<file path="src/rtl/uart_frame_rx_if.sv">
// Byte input and sample output bundle between uart_rx, the frame decoder and
// the capture path. The decoder uses the slave side.
interface uart_frame_rx_if #(
  parameter int SAMPLES_PER_FRAME = 2048
);
  localparam int IDX_W = $clog2(SAMPLES_PER_FRAME);

  logic [7:0]       uart_rx_data;
  logic             uart_rx_data_we;
  logic [23:0]      sample_data;
  logic             sample_we;
  logic [IDX_W-1:0] sample_index;
  logic             frame_start;
  logic             frame_done;
  logic             frame_err;
  logic [15:0]      frame_cnt;
  logic [7:0]       err_cnt;

  modport master (
    output uart_rx_data, uart_rx_data_we,
    input  sample_data, sample_we, sample_index,
    input  frame_start, frame_done, frame_err, frame_cnt, err_cnt
  );

  modport slave (
    input  uart_rx_data, uart_rx_data_we,
    output sample_data, sample_we, sample_index,
    output frame_start, frame_done, frame_err, frame_cnt, err_cnt
  );
endinterface

</file>
<file path="src/rtl/uart_frame_rx.sv">
// Hunts for the three-byte sync word in a UART byte stream, then rebuilds
// SAMPLES_PER_FRAME 24-bit samples sent LSB first, with an inter-byte timeout.
module uart_frame_rx #(
  parameter int         SAMPLES_PER_FRAME = 2048,
  parameter int         TIMEOUT_CYCLES    = 1000000,
  parameter logic [7:0] SYNC0             = 8'hAA,
  parameter logic [7:0] SYNC1             = 8'hBB,
  parameter logic [7:0] SYNC2             = 8'hCC
) (
  input logic            clk,
  input logic            reset_n,
  uart_frame_rx_if.slave bus
);
  localparam int IDX_W = $clog2(SAMPLES_PER_FRAME);
  localparam int TMR_W = $clog2(TIMEOUT_CYCLES);
  localparam logic [IDX_W-1:0] IDX_LAST = IDX_W'(SAMPLES_PER_FRAME - 1);
  localparam logic [TMR_W-1:0] TMR_LAST = TMR_W'(TIMEOUT_CYCLES - 1);

  typedef enum logic [2:0] {HUNT0, HUNT1, HUNT2, B0, B1, B2} state_t;

  state_t           r_state;
  state_t           w_next_state;
  logic [TMR_W-1:0] r_timer;
  logic [IDX_W-1:0] r_idx;
  logic [7:0]       r_b0;
  logic [7:0]       r_b1;

  logic w_byte;
  logic w_timeout;
  logic w_start;
  logic w_sample;
  logic w_last;

  assign w_byte    = bus.uart_rx_data_we;
  // A byte arriving on the expiry cycle suppresses the timeout.
  assign w_timeout = (r_state != HUNT0) && !w_byte && (r_timer == TMR_LAST);

  always_ff @(posedge clk or negedge reset_n) begin
    if (!reset_n) r_state <= HUNT0;
    else          r_state <= w_next_state;
  end

  // NOTE: every signal written in always_comb gets a default first so no latch is inferred.
  always_comb begin
    w_next_state = r_state;
    if (w_byte) begin
      unique case (r_state)
        HUNT0: if (bus.uart_rx_data == SYNC0) w_next_state = HUNT1;
        HUNT1: begin
          if (bus.uart_rx_data == SYNC1)      w_next_state = HUNT2;
          else if (bus.uart_rx_data != SYNC0) w_next_state = HUNT0;
        end
        HUNT2: begin
          if (bus.uart_rx_data == SYNC2)      w_next_state = B0;
          else if (bus.uart_rx_data == SYNC0) w_next_state = HUNT1;
          else                                w_next_state = HUNT0;
        end
        B0:      w_next_state = B1;
        B1:      w_next_state = B2;
        B2:      w_next_state = (r_idx == IDX_LAST) ? HUNT0 : B0;
        default: w_next_state = HUNT0;
      endcase
    end else if (w_timeout) begin
      w_next_state = HUNT0;
    end
  end

  always_comb begin
    w_start  = 1'b0;
    w_sample = 1'b0;
    w_last   = 1'b0;
    if (w_byte) begin
      w_start  = (r_state == HUNT2) && (bus.uart_rx_data == SYNC2);
      w_sample = (r_state == B2);
      w_last   = (r_state == B2) && (r_idx == IDX_LAST);
    end
  end

  // NOTE: sequential state uses non-blocking assignments so every register samples pre-edge values.
  always_ff @(posedge clk or negedge reset_n) begin
    if (!reset_n) begin
      r_timer          <= '0;
      r_idx            <= '0;
      r_b0             <= '0;
      r_b1             <= '0;
      bus.sample_data  <= '0;
      bus.sample_we    <= 1'b0;
      bus.sample_index <= '0;
      bus.frame_start  <= 1'b0;
      bus.frame_done   <= 1'b0;
      bus.frame_err    <= 1'b0;
      bus.frame_cnt    <= '0;
      bus.err_cnt      <= '0;
    end else begin
      if (w_byte || w_timeout || r_state == HUNT0) r_timer <= '0;
      else                                         r_timer <= r_timer + 1'b1;

      if (w_byte && r_state == B0) r_b0 <= bus.uart_rx_data;
      if (w_byte && r_state == B1) r_b1 <= bus.uart_rx_data;

      if (w_start)                r_idx <= '0;
      else if (w_sample && !w_last) r_idx <= r_idx + 1'b1;

      if (w_sample) begin
        bus.sample_data  <= {bus.uart_rx_data, r_b1, r_b0};
        bus.sample_index <= r_idx;
      end
      bus.sample_we   <= w_sample;
      bus.frame_start <= w_start;
      bus.frame_done  <= w_last;
      bus.frame_err   <= w_timeout;

      if (w_last) bus.frame_cnt <= bus.frame_cnt + 1'b1;
      if (w_timeout && bus.err_cnt != 8'hFF) bus.err_cnt <= bus.err_cnt + 1'b1;
    end
  end
endmodule

</file>
<file path="src/flat_wrapper.sv">
// flat-port wrapper written by rule: the top's interface ports become plain ports
module uart_frame_rx_flat 
#(
  parameter int         SAMPLES_PER_FRAME = 2048,
  parameter int         TIMEOUT_CYCLES    = 1000000,
  parameter logic [7:0] SYNC0             = 8'hAA,
  parameter logic [7:0] SYNC1             = 8'hBB,
  parameter logic [7:0] SYNC2             = 8'hCC
)
  (clk, reset_n, bus_uart_rx_data, bus_uart_rx_data_we, bus_sample_data, bus_sample_we, bus_sample_index, bus_frame_start, bus_frame_done, bus_frame_err, bus_frame_cnt, bus_err_cnt);
  uart_frame_rx_if #(.SAMPLES_PER_FRAME(SAMPLES_PER_FRAME)) bus_i ();
  input logic clk;
  input logic reset_n;
  input wire logic [$bits(bus_i.uart_rx_data)-1:0] bus_uart_rx_data;
  input wire logic [$bits(bus_i.uart_rx_data_we)-1:0] bus_uart_rx_data_we;
  output wire logic [$bits(bus_i.sample_data)-1:0] bus_sample_data;
  output wire logic [$bits(bus_i.sample_we)-1:0] bus_sample_we;
  output wire logic [$bits(bus_i.sample_index)-1:0] bus_sample_index;
  output wire logic [$bits(bus_i.frame_start)-1:0] bus_frame_start;
  output wire logic [$bits(bus_i.frame_done)-1:0] bus_frame_done;
  output wire logic [$bits(bus_i.frame_err)-1:0] bus_frame_err;
  output wire logic [$bits(bus_i.frame_cnt)-1:0] bus_frame_cnt;
  output wire logic [$bits(bus_i.err_cnt)-1:0] bus_err_cnt;
  assign bus_i.uart_rx_data = bus_uart_rx_data;
  assign bus_i.uart_rx_data_we = bus_uart_rx_data_we;
  assign bus_sample_data = bus_i.sample_data;
  assign bus_sample_we = bus_i.sample_we;
  assign bus_sample_index = bus_i.sample_index;
  assign bus_frame_start = bus_i.frame_start;
  assign bus_frame_done = bus_i.frame_done;
  assign bus_frame_err = bus_i.frame_err;
  assign bus_frame_cnt = bus_i.frame_cnt;
  assign bus_err_cnt = bus_i.err_cnt;
  uart_frame_rx #(.SAMPLES_PER_FRAME(SAMPLES_PER_FRAME), .TIMEOUT_CYCLES(TIMEOUT_CYCLES), .SYNC0(SYNC0), .SYNC1(SYNC1), .SYNC2(SYNC2)) u_core (.clk(clk), .reset_n(reset_n), .bus(bus_i));
endmodule
</file>
<file path="config.mk">
export PLATFORM = sky130hd
export DESIGN_NAME = uart_frame_rx_flat
export DESIGN_NICKNAME = d
export VERILOG_FILES = /design/src/rtl/uart_frame_rx_if.sv /design/src/rtl/uart_frame_rx.sv /design/src/flat_wrapper.sv
export SDC_FILE = /design/constraint.sdc
export NUM_CORES = 1
export LEC_CHECK = 0
export ABC_AREA = 1
export BUFFER_PORTS_ARGS = -buffer_cell sky130_fd_sc_hd__buf_2
export CAP_MARGIN = 10
export CORE_MARGIN = 1
export CORE_UTILIZATION = 35
export DETAILED_ROUTE_END_ITERATION = 7
export GPL_ROUTABILITY_DRIVEN = 0
export GPL_TIMING_DRIVEN = 0
export MAX_ROUTING_LAYER = met4
export SETUP_SLACK_MARGIN = 0.5
export SLEW_MARGIN = 20
export SYNTH_ARGS = -nofsm -noshare
export SYNTH_HDL_FRONTEND = slang
export SYNTH_SLANG_ARGS = --single-unit
</file>
<file path="constraint.sdc">
create_clock -name clk -period 2.3 [get_ports clk]
set_input_delay 0.115 -clock clk [delete_from_list [all_inputs] [get_ports clk]]
set_output_delay 0.115 -clock clk [all_outputs]
set_load 0.02 [all_outputs]
</file>
---- Yosys cells after proc, flatten, opt, wreduce, memory -nomap -nowiden ----
Index checks and enable logic that the tools add are counted.
word-level totals
  output and inout port bits .............. 63
  input port bits ......................... 11
  register bits ........................... 113
cells by class
  reductions and logical operators ........ 17
  eq/ne operators ......................... 14
  $add $sub $neg .......................... 4
  mux-type cells .......................... 15
operator list
  operator                 count
  $eq A8 B8 Y1 const B     3
  $mux W11                 2
  $add A20 B1 Y20 const B  1
  $eq A20 B20 Y1 const B   1
  $mux W20                 1
  $mux W3                  6
  $pmux W3 S6              1
  $add A16 B1 Y16 const B  1
  $ne A8 B8 Y1 const B     2
  $add A11 B1 Y11 const B  1
  $eq A11 B11 Y1 const B   1
  $add A8 B1 Y8 const B    1
  $logic_and A1 B1 Y1      8
  $eq A3 B2 Y1 const B     2
  $eq A3 B3 Y1 const B     2
  $mux W1                  4
  $ne A4 B2 Y1 const B     1
  $reduce_bool A2 Y1       2
  $eq A3 B1 Y1 const B     1
  $logic_not A3 Y1         1
  $ne A3 B2 Y1 const B     1
  $reduce_and A3 Y1        1
  $reduce_bool A3 Y1       1
  $logic_not A1 Y1         2
  2 further kinds          3

---- Logic depth before layout (Yosys ltp) ----
  depth after elaboration ................. 7
  gate-level depth with buffers ........... 10
  mapped depth without buffers ............ 10

---- Worst setup path after synthesis ----
OpenSTA, ideal clock, no wires.
  path type ............................... reg2reg
  start ................................... reg u_core.r_idx[0]
  end ..................................... reg u_core.bus.frame_cnt[11]
  required time ........................... 2177 ps
  clock period less this slack ............ 1555 ps
  arrival time ............................ 1432 ps
  stages on the path, launching flop included .. 9
  setup slack ............................. 745 ps
  cell sequence ........................... dfrtp_1 -> ha_1 -> inv_1 -> nor2_4 -> nand3_4 -> nor2_2 -> buf_4 -> nand3_1 -> xor2_1
between the ends
  cells in the longest elaborated chain, start to end .. 3
RTL lines
  element                   RTL line                source
  start: declaration        uart_frame_rx.sv:24     logic [IDX_W-1:0] r_idx;
  start signal: assignment  uart_frame_rx.sv:102    else if (w_sample && !w_last) r_idx <= r_idx + 1'b1;
  $eq A11 B11 Y1            uart_frame_rx.sv:75     w_last = (r_state == B2) && (r_idx == IDX_LAST);
  $logic_and A1 B1 Y1       uart_frame_rx.sv:75
  $mux W1                   uart_frame_rx.sv:72     if (w_byte) begin
  net u_core.w_last         uart_frame_rx.sv:32     logic w_last;
  end signal: assignment    uart_frame_rx.sv:113    if (w_last) bus.frame_cnt <= bus.frame_cnt + 1'b1;
  end: declaration          uart_frame_rx_if.sv:28  output frame_start, frame_done, frame_err, frame_cnt, err_cnt
The timed path passes the listed nets, and every way through them passes these cells.
A chain may end at the register's enable or synchronous reset.

---- Worst setup path after layout ----
Ends and elaborated chain as after synthesis.

==> out/qor.csv <==
metric,value,unit
die height,127,um
drt first-iter violations,297,
IO Port Bufs,72,
CTS tree,built,
endpoints failing setup,0,
Worst-Skew Late Latency,0.42,ns
Setup CP Type,reg -> reg,
clock skew,0.0170,ns
crit path time final,1.71,ns
mapped cell area,0.00548,mm^2
gr ovfl total,0,
vias post-DR,4624,
fin crit share,0.742,
hpwl dp,9060,um
Clock Path Buffers,2,
Max-cap violations,0,
Yosys warnings,0,
Post-DRT Antenna Nets,0,
Design Power,7110,uW
Area after DPL,0.00614,mm^2
Total Routing Usage GR,0.175,
clock-pin slew on the worst setup and hold paths,0.05,ns
Yosys top cell area share,0.516,
Ports,74,
CP required,2.59,ns
worst min path class,in -> reg,
sequential share of the synthesized area,0.516,
Rel. slew slack,0.680,
worst-margin pin slew,0.480,ns
run status,"finished, final reports clean",
DRC violations left,0,
Multi-input gate area,0.00234,mm^2
CP Capture Type,flop,
main area contributors after synthesis,"dfrtp_1, nand2_1, nor2_1",
worst endpoint data arrival time,2.00,ns
Die X,127,um
DRT Pass-1 Iters,4,
max frequency,0.586,GHz
Filler cells,1555,
Fin. Hold Viols,0,
TritonCTS buffer count,17,
largest net degree at the start of global routing,80,
CP startpoint kind,flop,
"commonest non-fill, non-tap cell in the layout",nand2_1,
share of layout cells above drive strength 1,0.180,
peak supply drop,552,uV
Initial Util,0.359,
ys async rst share,1.00,
Vias/cell,4.57,
Synth Area per Inst,7.94,um^2
Finished Cell Area,0.00684,mm^2
# H-tree levels,4,
Final nets,803,
die footprint,0.0162,mm^2
WL final,12700,um
"area leader, netlist",dfrtp_1,
Mapped Nets,706,
vias in the first global route,4402,
#FFs+latches synth,113,
ant diodes,0,
Root Buffer,clkbuf_16,
first-pass GRT wire length,21400,um
final slew viol count,0,
Cells after Synth,691,
Cell Pwr Density,1040,mW/mm^2
# rows,45,
RSZ-0062 raised after global routing,false,
most frequent cells in the layout,"nand2_1, dfrtp_1, nor2_1, buf_2, inv_1",
initial antenna violation count,0,
CORE AREA,0.0153,mm^2
leakage power,0.00346,uW
sequential cell area,0.00283,mm^2
area delta synth->final,24.8,%
routed len/inst,12.5,um
CP max FO,10,
Unique masters post-synth,26,
clk sinks,113,
number of flops mapped to enable cells by yosys,0,
Synth Flop Type,dfrtp_1,
==> Yosys cell counts, drive strengths merged (4+ instances only) <==
master / number
buf: 8
clkbuf: 6
dfrtp: 113
ha: 4
inv: 69
nand2: 239
nand3: 52
nand4: 15
nor2: 86
nor3: 19
o21ai: 47
xnor2: 7
xor2: 22
==> state kept, by name, indices dropped and copies added (netlist names) <==
register,flops
u_core.bus.sample_data,24
u_core.bus.sample_index,11
u_core.r_b1,8
u_core.bus.frame_cnt,16
u_core.bus.frame_start,1
u_core.r_idx,11
u_core.bus.frame_done,1
u_core.bus.err_cnt,8
u_core.bus.frame_err,1
u_core.r_b0,8
u_core.bus.sample_we,1
u_core.r_state,3
u_core.r_timer,20
==> power by group <==
part	switching [uW]	internal [uW]
clock	948	1840
sequential	301	2440
combinational	1050	534
==> path summary, 6_finish.rpt <==
| check | startpoint | endpoint | slack (ns) | cells past startpoint |
|---|---|---|---|---|
| min reg2reg | u_core.r_timer[0]$_DFF_PN0_ | u_core.r_timer[0]$_DFF_PN0_ | 0.46 | 1 |
| min | bus_uart_rx_data_we | u_core.r_state[1]$_DFFE_PN0P_ | 0.02 | 3 |
| max reg2reg | u_core.r_idx[0]$_DFFE_PN0P_ | u_core.bus.frame_cnt[11]$_DFFE_PN0P_ | 0.59 | 8 |
| min in group asynchronous | reset_n | u_core.bus.sample_index[3]$_DFFE_PN0P_ | 0.14 | 2 |
| max in group asynchronous | reset_n | u_core.r_state[0]$_DFFE_PN0P_ | 1.46 | 3 |
| max | u_core.r_idx[0]$_DFFE_PN0P_ | u_core.bus.frame_cnt[11]$_DFFE_PN0P_ | 0.59 | 8 |
==> cell families after synthesis <==
group | synth area share
xor+xnor | 0.0463
buf+inv | 0.0605
compound gates | 0.0452
simple gates | 0.323
fa+ha+maj | 0.00913
flops | 0.516
==> cell type report <==
| class | instances | area share |
|---|---|---|
| Sequential cell | 113 | 0.413 |
| Clock buffer | 20 | 0.0653 |
| Multi-Input combinational cell | 495 | 0.342 |
| Tap cell | 211 | 0.0386 |
| Inverter | 69 | 0.0382 |
| Buffer | 14 | 0.0112 |
| Clock inverter | 12 | 0.0265 |
| Timing Repair Buffer | 78 | 0.0653 |
==> metrics by stage <==
step / std cells / setup TNS (ns) / setup WS [ns] / util / hold slack (ns)
floorplan: 691 / 0 / 0.745 / - / -0.181
global placement: 974 / -36.02 / -0.327 / 0.400 / 0.443
detailed placement: 975 / 0 / 0.448 / 0.403 / 0.0352
CTS: 1008 / 0 / 0.518 / 0.445 / 0.0118
global route: 1012 / 0 / 0.496 / 0.448 / 0.0402
finish: 1012 / 0 / 0.593 / 0.448 / 0.0194
==> per-layer routing <==
layer  GRT usage  part of all wire
met5           -                 0
met4      0.0525            0.0082
met3      0.0444             0.037
met2       0.277              0.48
met1       0.220              0.48
==> critical path, cell delays in order (launching register included) <==
cell,delay (ns)
dfrtp_2,0.42
ha_2,0.24
inv_1,0.09
nor2_4,0.15
nand3_4,0.14
nor2_2,0.15
buf_6,0.16
nand3_1,0.08
xor2_1,0.15
==> timing repair <==
| item | CTS | global route |
|---|---|---|
| pin swaps | 1 | 2 |
| hold endpoints to repair | 38 | 0 |
| hold buffers | 1 | 0 |
| setup buffers | 0 | 4 |
| setup endpoints to repair | 14 | 25 |
| resized for setup | 2 | 5 |
No activity file was read; power rests on OpenSTA's default activity.
